--- src/rtl/uart_deserialized.sv ---
// 8N1 UART receiver that assembles DATA_WIDTH_BYTES consecutive bytes into one
// wide word (first byte in the low bits) and reports it with a one-cycle pulse.
module uart_deserialized #(
  parameter int CLKS_PER_BIT     = 173,
  parameter int DATA_WIDTH_BYTES = 18,
  parameter int TIMEOUT_BITS     = 20
) (
  input  logic                          clk,
  input  logic                          reset,
  input  logic                          rx_in,
  output logic [8*DATA_WIDTH_BYTES-1:0] data_out,
  output logic                          data_valid,
  output logic                          frame_error,
  output logic                          timeout,
  output logic                          busy
);

  localparam int WORD_W     = 8 * DATA_WIDTH_BYTES;
  localparam int GAP_CYCLES = TIMEOUT_BITS * CLKS_PER_BIT;
  localparam int CNT_MAX    = (GAP_CYCLES > CLKS_PER_BIT) ? GAP_CYCLES : CLKS_PER_BIT;
  localparam int CNT_W      = $clog2(CNT_MAX + 1);
  localparam int IDX_W      = (DATA_WIDTH_BYTES > 1) ? $clog2(DATA_WIDTH_BYTES) : 1;

  localparam logic [CNT_W-1:0] HALF_LAST = CNT_W'(CLKS_PER_BIT / 2 - 1);
  localparam logic [CNT_W-1:0] BIT_LAST  = CNT_W'(CLKS_PER_BIT - 1);
  localparam logic [CNT_W-1:0] GAP_LAST  = CNT_W'(GAP_CYCLES - 1);
  localparam logic [IDX_W-1:0] IDX_LAST  = IDX_W'(DATA_WIDTH_BYTES - 1);

  typedef enum logic [2:0] {
    IDLE,
    START,
    DATA,
    STOP,
    WAIT_HIGH
  } state_t;

  logic              sync_reg;
  logic              rx_s_reg;
  state_t            state_reg, state_next;
  logic [CNT_W-1:0]  cnt_reg, cnt_next;
  logic [2:0]        bit_cnt_reg, bit_cnt_next;
  logic [7:0]        shift_reg, shift_next;
  logic [IDX_W-1:0]  byte_idx_reg, byte_idx_next;
  logic [WORD_W-1:0] asm_reg;
  logic [WORD_W-1:0] merged_word;
  logic [WORD_W-1:0] data_out_reg;
  logic              data_valid_reg;
  logic              frame_error_reg, frame_error_next;
  logic              timeout_reg, timeout_next;
  logic              byte_store;
  logic              word_done;

  // Assembly register with the just-received byte dropped into its slot;
  // used both to update the slot and to publish a complete word in one edge.
  generate
    for (genvar gi = 0; gi < DATA_WIDTH_BYTES; gi++) begin : g_slot
      assign merged_word[gi*8 +: 8] = (byte_idx_reg == IDX_W'(gi)) ? shift_reg
                                                                   : asm_reg[gi*8 +: 8];
    end
  endgenerate

  always_comb begin
    state_next       = state_reg;
    cnt_next         = cnt_reg;
    bit_cnt_next     = bit_cnt_reg;
    shift_next       = shift_reg;
    byte_idx_next    = byte_idx_reg;
    byte_store       = 1'b0;
    word_done        = 1'b0;
    frame_error_next = 1'b0;
    timeout_next     = 1'b0;

    case (state_reg)
      IDLE: begin
        // A start edge takes priority over an expiring gap timer.
        if (!rx_s_reg) begin
          state_next   = START;
          cnt_next     = '0;
          bit_cnt_next = '0;
        end else if (byte_idx_reg != '0) begin
          if (cnt_reg == GAP_LAST) begin
            timeout_next  = 1'b1;
            byte_idx_next = '0;
            cnt_next      = '0;
          end else begin
            cnt_next = cnt_reg + 1'b1;
          end
        end else begin
          cnt_next = '0;
        end
      end

      START: begin
        if (cnt_reg == HALF_LAST) begin
          cnt_next   = '0;
          state_next = rx_s_reg ? IDLE : DATA;
        end else begin
          cnt_next = cnt_reg + 1'b1;
        end
      end

      DATA: begin
        if (cnt_reg == BIT_LAST) begin
          cnt_next     = '0;
          shift_next   = {rx_s_reg, shift_reg[7:1]};
          bit_cnt_next = bit_cnt_reg + 3'd1;
          if (bit_cnt_reg == 3'd7) begin
            state_next = STOP;
          end
        end else begin
          cnt_next = cnt_reg + 1'b1;
        end
      end

      STOP: begin
        if (cnt_reg == BIT_LAST) begin
          cnt_next = '0;
          if (rx_s_reg) begin
            byte_store = 1'b1;
            state_next = IDLE;
            if (byte_idx_reg == IDX_LAST) begin
              word_done     = 1'b1;
              byte_idx_next = '0;
            end else begin
              byte_idx_next = byte_idx_reg + 1'b1;
            end
          end else begin
            frame_error_next = 1'b1;
            byte_idx_next    = '0;
            state_next       = WAIT_HIGH;
          end
        end else begin
          cnt_next = cnt_reg + 1'b1;
        end
      end

      WAIT_HIGH: begin
        // Hold off until a break condition ends so it cannot look like a start.
        cnt_next = '0;
        if (rx_s_reg) begin
          state_next = IDLE;
        end
      end

      default: begin
        state_next = IDLE;
        cnt_next   = '0;
      end
    endcase
  end

  always_ff @(posedge clk or posedge reset) begin
    if (reset) begin
      sync_reg        <= 1'b1;
      rx_s_reg        <= 1'b1;
      state_reg       <= IDLE;
      cnt_reg         <= '0;
      bit_cnt_reg     <= '0;
      shift_reg       <= '0;
      byte_idx_reg    <= '0;
      asm_reg         <= '0;
      data_out_reg    <= '0;
      data_valid_reg  <= 1'b0;
      frame_error_reg <= 1'b0;
      timeout_reg     <= 1'b0;
    end else begin
      sync_reg        <= rx_in;
      rx_s_reg        <= sync_reg;
      state_reg       <= state_next;
      cnt_reg         <= cnt_next;
      bit_cnt_reg     <= bit_cnt_next;
      shift_reg       <= shift_next;
      byte_idx_reg    <= byte_idx_next;
      if (byte_store) begin
        asm_reg <= merged_word;
      end
      if (word_done) begin
        data_out_reg <= merged_word;
      end
      data_valid_reg  <= word_done;
      frame_error_reg <= frame_error_next;
      timeout_reg     <= timeout_next;
    end
  end

  assign data_out    = data_out_reg;
  assign data_valid  = data_valid_reg;
  assign frame_error = frame_error_reg;
  assign timeout     = timeout_reg;
  assign busy        = (state_reg != IDLE) || (byte_idx_reg != '0);

endmodule

--- config.mk ---
export PLATFORM = sky130hd
export DESIGN_NAME = uart_deserialized
export DESIGN_NICKNAME = d
export VERILOG_FILES = /design/src/rtl/uart_deserialized.sv
export SDC_FILE = /design/constraint.sdc
export NUM_CORES = 1
export LEC_CHECK = 0
export CAP_MARGIN = 10
export CORE_MARGIN = 2
export CORE_UTILIZATION = 28
export CTS_BUF_LIST = sky130_fd_sc_hd__clkbuf_8 sky130_fd_sc_hd__clkbuf_16
export CTS_CLUSTER_SIZE = 8
export DETAILED_ROUTE_END_ITERATION = 7
export SKIP_LAST_GASP = 1
export SYNTH_ARGS = -nofsm -noshare
export SYNTH_HDL_FRONTEND = slang
export SYNTH_SLANG_ARGS = --single-unit
--- constraint.sdc ---
create_clock -name clk -period 24.8 [get_ports clk]
set_input_delay 4.96 -clock clk [delete_from_list [all_inputs] [get_ports clk]]
set_output_delay 4.96 -clock clk [all_outputs]
set_load 0.01 [all_outputs]
==> metrics.txt, run 1 <==
status complete, no violations; Vias 9407; type of origin of the critical path register; hold depth 0; maximum fanout along the worst path 11; Lkg Pwr 7.49 nW; clk_lat worst skew 0.54 ns; Avg Vias per Cell 4.87; TritonCTS Sinks 316; post-cts repair resize count 0; Worst R2R End data_out[58]; f_max 139 MHz; Slew Limit Fails 0; die span in x 227 um; combinational share of power 1.0%; sw frac around 21%; Rows 81; Flop pwr share 47.9%; Crit. End Element output port; sequential cell area 7920 um^2; H-tree depth 2; CTS Hold Bufs 0; worst r2r src cnt_reg[9]; post-layout min period 7.19 ns; GP Congestion 0.777; largest buffer count on any clock path 3; final setup vio count 0; critical path class register to output port; Post-synth EDFFs 0; CTS tree done; largest net degree at the start of global routing 125; initial core utilization 28.5%; final WL approximately 37000 um; Pre-antenna DRT Iters 7; max reg flops between 100 and 150; Num CTS Buffers 46; antenna violations before repair 0; grt ovf 0; Peak VDD IR 0.0000370 V; RSZ-0062 raised after global routing false; Pwr Density ~63 nW/um^2; number of max-cap violations 0; IO Pins 151; Worst EP required 19.84 ns; Post-Syn Instances around 1200; Async SR Flop Fraction 100%; Slew @ Worst Pin 1.09 ns; Ys Warns 0; endpoints failing hold 0; Int Pwr between 0.0008 and 0.0009 W; Post-CTS Setup Bufs 0; DP Cell Count 1870; multi-input logic area 5600 um^2; critical hold path startpoint sync_reg; WHS Endpoint rx_s_reg; # diodes 0; fin cells 1930; clk root buf clkbuf_16; Filler cells about 4800; DRC 0; FF+latch count, synth 316; gr usage total 14.4%; fin crit share 29.0%; top_reg_cell synth dfrtp_1; Layout area overhead 23.3%; Setup TNS Final 0 ns; cell count of the worst reg-to-reg path 5; layout cells sized above 1 18.8%; first-pass GRT wire length 57700 um; Nets 1267; synthesized net count approximately 1200; Die Ht 227 um; Psw 0.000224 W; syn avg cell area 12.0 um^2; post-synthesis sequential area ratio 56.6%; post-synthesis cell type count 52; clock skew 0.0118 ns; Worst EP arrival approximately 2.2 ns; Hold WC Path Type register to register; die area 51700 um^2; setup slack, reg-to-reg 21.09 ns; clk slew on worst S/H paths 0.05 ns; Clock Power Share 51.1%; initial DRC count 420; vias in the first global route 9647; Post-Syn Area 14000 um^2; Routed Antenna Nets 0; DP HPWL 22700 um; average wire per standard cell between 15 and 20 um; core area 49100 um^2; max_slew headroom 26.8%; final core occ a little over a third; port buffer count 150
## cell families (layout without fill, tap and decap cells)
| family | Yosys count | count (layout) | synth area share (%) |
|---|---|---|---|
| DFF | 316 | 316 | 56.6 |
| xor gates and xnor gates | 10 | 10 | 0.627 |
| and+or+nand+nor | 120 | 120 | 5.36 |
| buffers and inverters | 129 | 231 | 3.60 |
| muxes | 290 | 290 | 22.4 |
| AOI/OAI and AO/OA | 289 | 289 | 10.5 |
| adders and majority gates | 10 | 10 | 0.896 |
## routing by layer
| layer | track usage, % | share of wire [%] |
|---|---|---|
| met3 | 2.79 | 4.3 |
| met5 | 0 | 0 |
| met4 | 4.55 | 2.1 |
| met1 | 19.4 | 46 |
| met2 | 23.4 | 48 |
## Yosys cell counts, drive strengths merged (2+ instances only)
cell type    n  share of area [%]
dfrtp      314                 56
o21ai      279                 10
mux2       152                 12
mux2i      138                9.9
clkbuf     101                2.7
nor2        26               0.73
nor3        16                1.1
buf         15               0.54
nand3       15               0.54
inv         12               0.32
nand2b      11               0.49
ha          10               0.90
and2         7               0.31
nand2        7               0.19
nand4        7               0.31
xnor2        6               0.38
nor4         5               0.27
and3         4               0.18
xor2         4               0.25
nor2b        3               0.13
or3          3               0.13
a221oi       2               0.13
a311oi       2               0.13
dfstp        2               0.38
nand3b       2               0.11
nand4bb      2               0.16
nor4bb       2               0.14
or2          2              0.090
or4          2               0.13
## per-stage QoR
| step | area (um^2) | total power [W] | setup slack [ns] | hold slack (ns) |
|---|---|---|---|---|
| floorplan | 14000 | 0.000533 | 11.10 | 0.345 |
| global placement | 16000 | 0.000537 | 17.02 | 0.349 |
| detailed placement | 16000 | 0.000537 | 16.94 | 0.354 |
| CTS | 17200 | 0.00110 | 17.53 | 0.360 |
| global route | 17200 | 0.00112 | 17.26 | 0.364 |
| finish | 17200 | 0.00108 | 17.61 | 0.368 |
## cell usage in the layout, fill, tap and decap left out, drive strengths merged, types with 6 or more instances in the layout
cell	synthesis	final
and2	7	7
buf	15	8
clkbuf	101	49
clkdlybuf4s50	0	150
dfrtp	314	314
ha	10	10
inv	12	22
mux2	152	152
mux2i	138	138
nand2	7	7
nand2b	11	11
nand3	15	15
nand4	7	7
nor2	26	26
nor3	16	16
o21ai	279	279
xnor2	6	6
## final cells by class
class / instances / share of cell area, %
multi-input combinational: 719 / 32.5
clock buffer: 49 / 6.99
tap: 664 / 4.82
inverter: 13 / 0.327
sequential: 316 / 46.0
clock inverter: 11 / 0.298
timing repair buffer: 158 / 9.06
## worst max-delay path by stage
stage / endpoint / slack (ns) / start / cells past startpoint
CTS: shift_reg[4] / 17.53 / reset / 4
global placement: shift_reg[0] / 17.02 / reset / 4
finish: busy / 17.61 / state_reg[1] / 3
detailed placement: shift_reg[4] / 16.94 / reset / 4
global route: shift_reg[4] / 17.26 / reset / 4
floorplan: asm_reg[0] / 11.10 / reset / 1
## worst max-delay path, stage by stage, from the launching register on
cell             delay [ns]
dfrtp_1                0.47
nor3_1                 0.51
nand3_1                0.14
clkdlybuf4s50_1        0.57
## power by group through the flow
stage / sequential [W] / clock [W] / combinational (W)
2_1_floorplan: 0.000526 / 0 / 0.00000767
3_3_place_gp: 0.000526 / 0 / 0.0000113
3_5_place_dp: 0.000526 / 0 / 0.0000117
4_1_cts: 0.000517 / 0.000569 / 0.0000117
5_1_grt: 0.000517 / 0.000592 / 0.0000130
6_report: 0.000517 / 0.000553 / 0.0000107
No activity file was read; power rests on OpenSTA's default activity.
==> run 2, diff against run 1 <==
==> constraint.sdc (replaced) <==
create_clock -name clk -period 7.4 [get_ports clk]
set_input_delay 1.48 -clock clk [delete_from_list [all_inputs] [get_ports clk]]
set_output_delay 1.48 -clock clk [all_outputs]
set_load 0.01 [all_outputs]
==> run 2 against run 1 <==
Register-to-register slack got worse by 18 ns. Design area rose by 0.11%. Count of clock-buffer cells in the layout down 2. Clock power grew to 3.3 times the previous value. Final cell count is the same. Sequential cell count unchanged. Critical path type is now register to register. Largest cell class unchanged. Highest routed layer unchanged.
==> metrics.txt, run 2 (synthesis results as in run 1) <==
Setup TNS Final 0 ns; antenna violations before repair 0; clk root buf clkbuf_16; type of origin of the critical path register; most common cell after layout, fill and taps aside dfrtp_1; clk slew on worst S/H paths 0.05 ns; initial DRC count 453; core area 49100 um^2; DP Cell Count 1868; critical hold path startpoint sync_reg; vias in the first global route 9645; Avg Vias per Cell 4.91; die span in x 227 um; initial core utilization 28.5%; Die Ht 227 um; Routed Antenna Nets 0; clk_lat worst skew roughly 0.54 ns; Lkg Pwr ~7.5 nW; Worst EP required 7.81 ns; CTS Hold Bufs 0; Nets 1265; Slew Limit Fails 0; post-cts repair resize count 0; layout cells sized above 1 a little under a fifth; Layout area overhead 23.4%; crit-path cells nor4_1, nand3_4, or2_4, buf_4, clkinv_1, mux2_2; max reg flops 144; Hold WC Path Type register to register; Worst EP arrival 4.56 ns; max_slew headroom 29.1%; Pwr Density ~210 nW/um^2; fin crit share 56.0%; Bufs and invs on worst path 2; status complete, no violations; Num CTS Buffers 45; maximum fanout along the worst path 74; Worst path max stage delay about 0.84 ns; critical path class register to register; final WL 37600 um; Pre-antenna DRT Iters 5; gr usage total 14.6%; final setup vio count 0; f_max 241 MHz; RSZ-0062 raised after global routing false; fin cells 1930; average wire per standard cell 19.5 um; TritonCTS Sinks between 300 and 400; clock skew 0.0141 ns; Peak VDD IR 0.000119 V; Worst Setup SP cnt_reg[8]; commonest non-fill, non-tap cells in the layout dfrtp_1, o21ai_0, clkdlybuf4s50_1; final core occ 35.2%; port buffer count 150; DP HPWL 22700 um; Rows 81; IO Pins 151; Filler cells just under 5000; Crit. End Element register; # diodes 0; worst r2r src cnt_reg[8]; endpoints failing hold 0; grt ovf 0; number of max-cap violations 0; Slowest-stage cell, CP nor4_1; largest buffer count on any clock path 3; post-layout min period 4.14 ns; CTS tree done; GP Congestion 0.756; Post-CTS Setup Bufs 0; H-tree depth 2; CP top delay family simple AND/OR/NAND/NOR gates; first-pass GRT wire length around 58000 um; largest net degree at the start of global routing 177; DRC 0; Vias 9484; Slew @ Worst Pin between 1 and 1.5 ns; Min Hold Slack around 0.36 ns; die area 51700 um^2
run 2: changes by cell type in the layout (fill, tap and decap cells not counted):
| cell | change |
|---|---|
| buf_12 | +2 |
| buf_16 | +1 |
| buf_4 | -4 |
| clkbuf_8 | -2 |
| clkinv_2 | +1 |
| clkinv_4 | -1 |
| clkinvlp_4 | +1 |
| inv_1 | +3 |
| inv_8 | -1 |
| nor3_1 | -1 |
| nor3_2 | +1 |
run 2: layout make-up:
cell class | count | area [um^2] | area share, %
Clock buffer | 47 | 1180 | 6.82
Clock inverter | 14 | 58.8 | 0.341
Inverter | 13 | 52.6 | 0.305
Multi-Input combinational cell | 719 | 5610 | 32.5
Sequential cell | 316 | 7920 | 45.9
Tap cell | 664 | 831 | 4.82
Timing Repair Buffer | 157 | 1600 | 9.27
run 2: metrics by stage:
step / setup slack (ns) / power (W) / area [um^2]
3_3_place_gp: 3.33 / 0.00180 / 16000
4_1_cts: 3.21 / 0.00366 / 17200
5_1_grt: 2.99 / 0.00373 / 17200
6_report: 3.26 / 0.00361 / 17200
2_1_floorplan: 1.71 / 0.00179 / 14000
3_5_place_dp: 3.25 / 0.00180 / 16000
run 2: power breakdown:
group	switching, W	leakage, nW	internal, W	total [W]
sequential	0.000000948	4.38	0.00173	0.00173
clock	0.000722	0.652	0.00111	0.00184
combinational	0.0000335	2.47	0.00000331	0.0000368
total	0.000756	7.50	0.00285	0.00361
run 2: routing by layer:
metal / share of wire (%) / up-vias / GRT usage (%)
met3: 4.6 / 40 / 3.03
met2: 48 / 190 / 24.2
met5: 0 / - / 0
li1: - / 4295 / -
met1: 45 / 4959 / 19.2
met4: 1.8 / 0 / 4.03
run 2: worst register-to-register path: cells and delay by family (launching register included):
family	cells	cell delay, ns
buffers and inverters	2	0.78
flip-flops	1	0.45
multiplexers	1	0.36
AND/OR/NAND/NOR	3	2.44
run 2: worst paths after layout:
path,endpoint,slack (ns),cells past startpoint
worst max-delay path,data_out[139],3.26,6
worst min-delay path,rx_s_reg,0.36,0
worst max register to register,data_out[139],3.26,6
worst min register to register,rx_s_reg,0.36,0
max in group asynchronous,shift_reg[1],4.35,4
min in group asynchronous,data_out[115],1.58,3
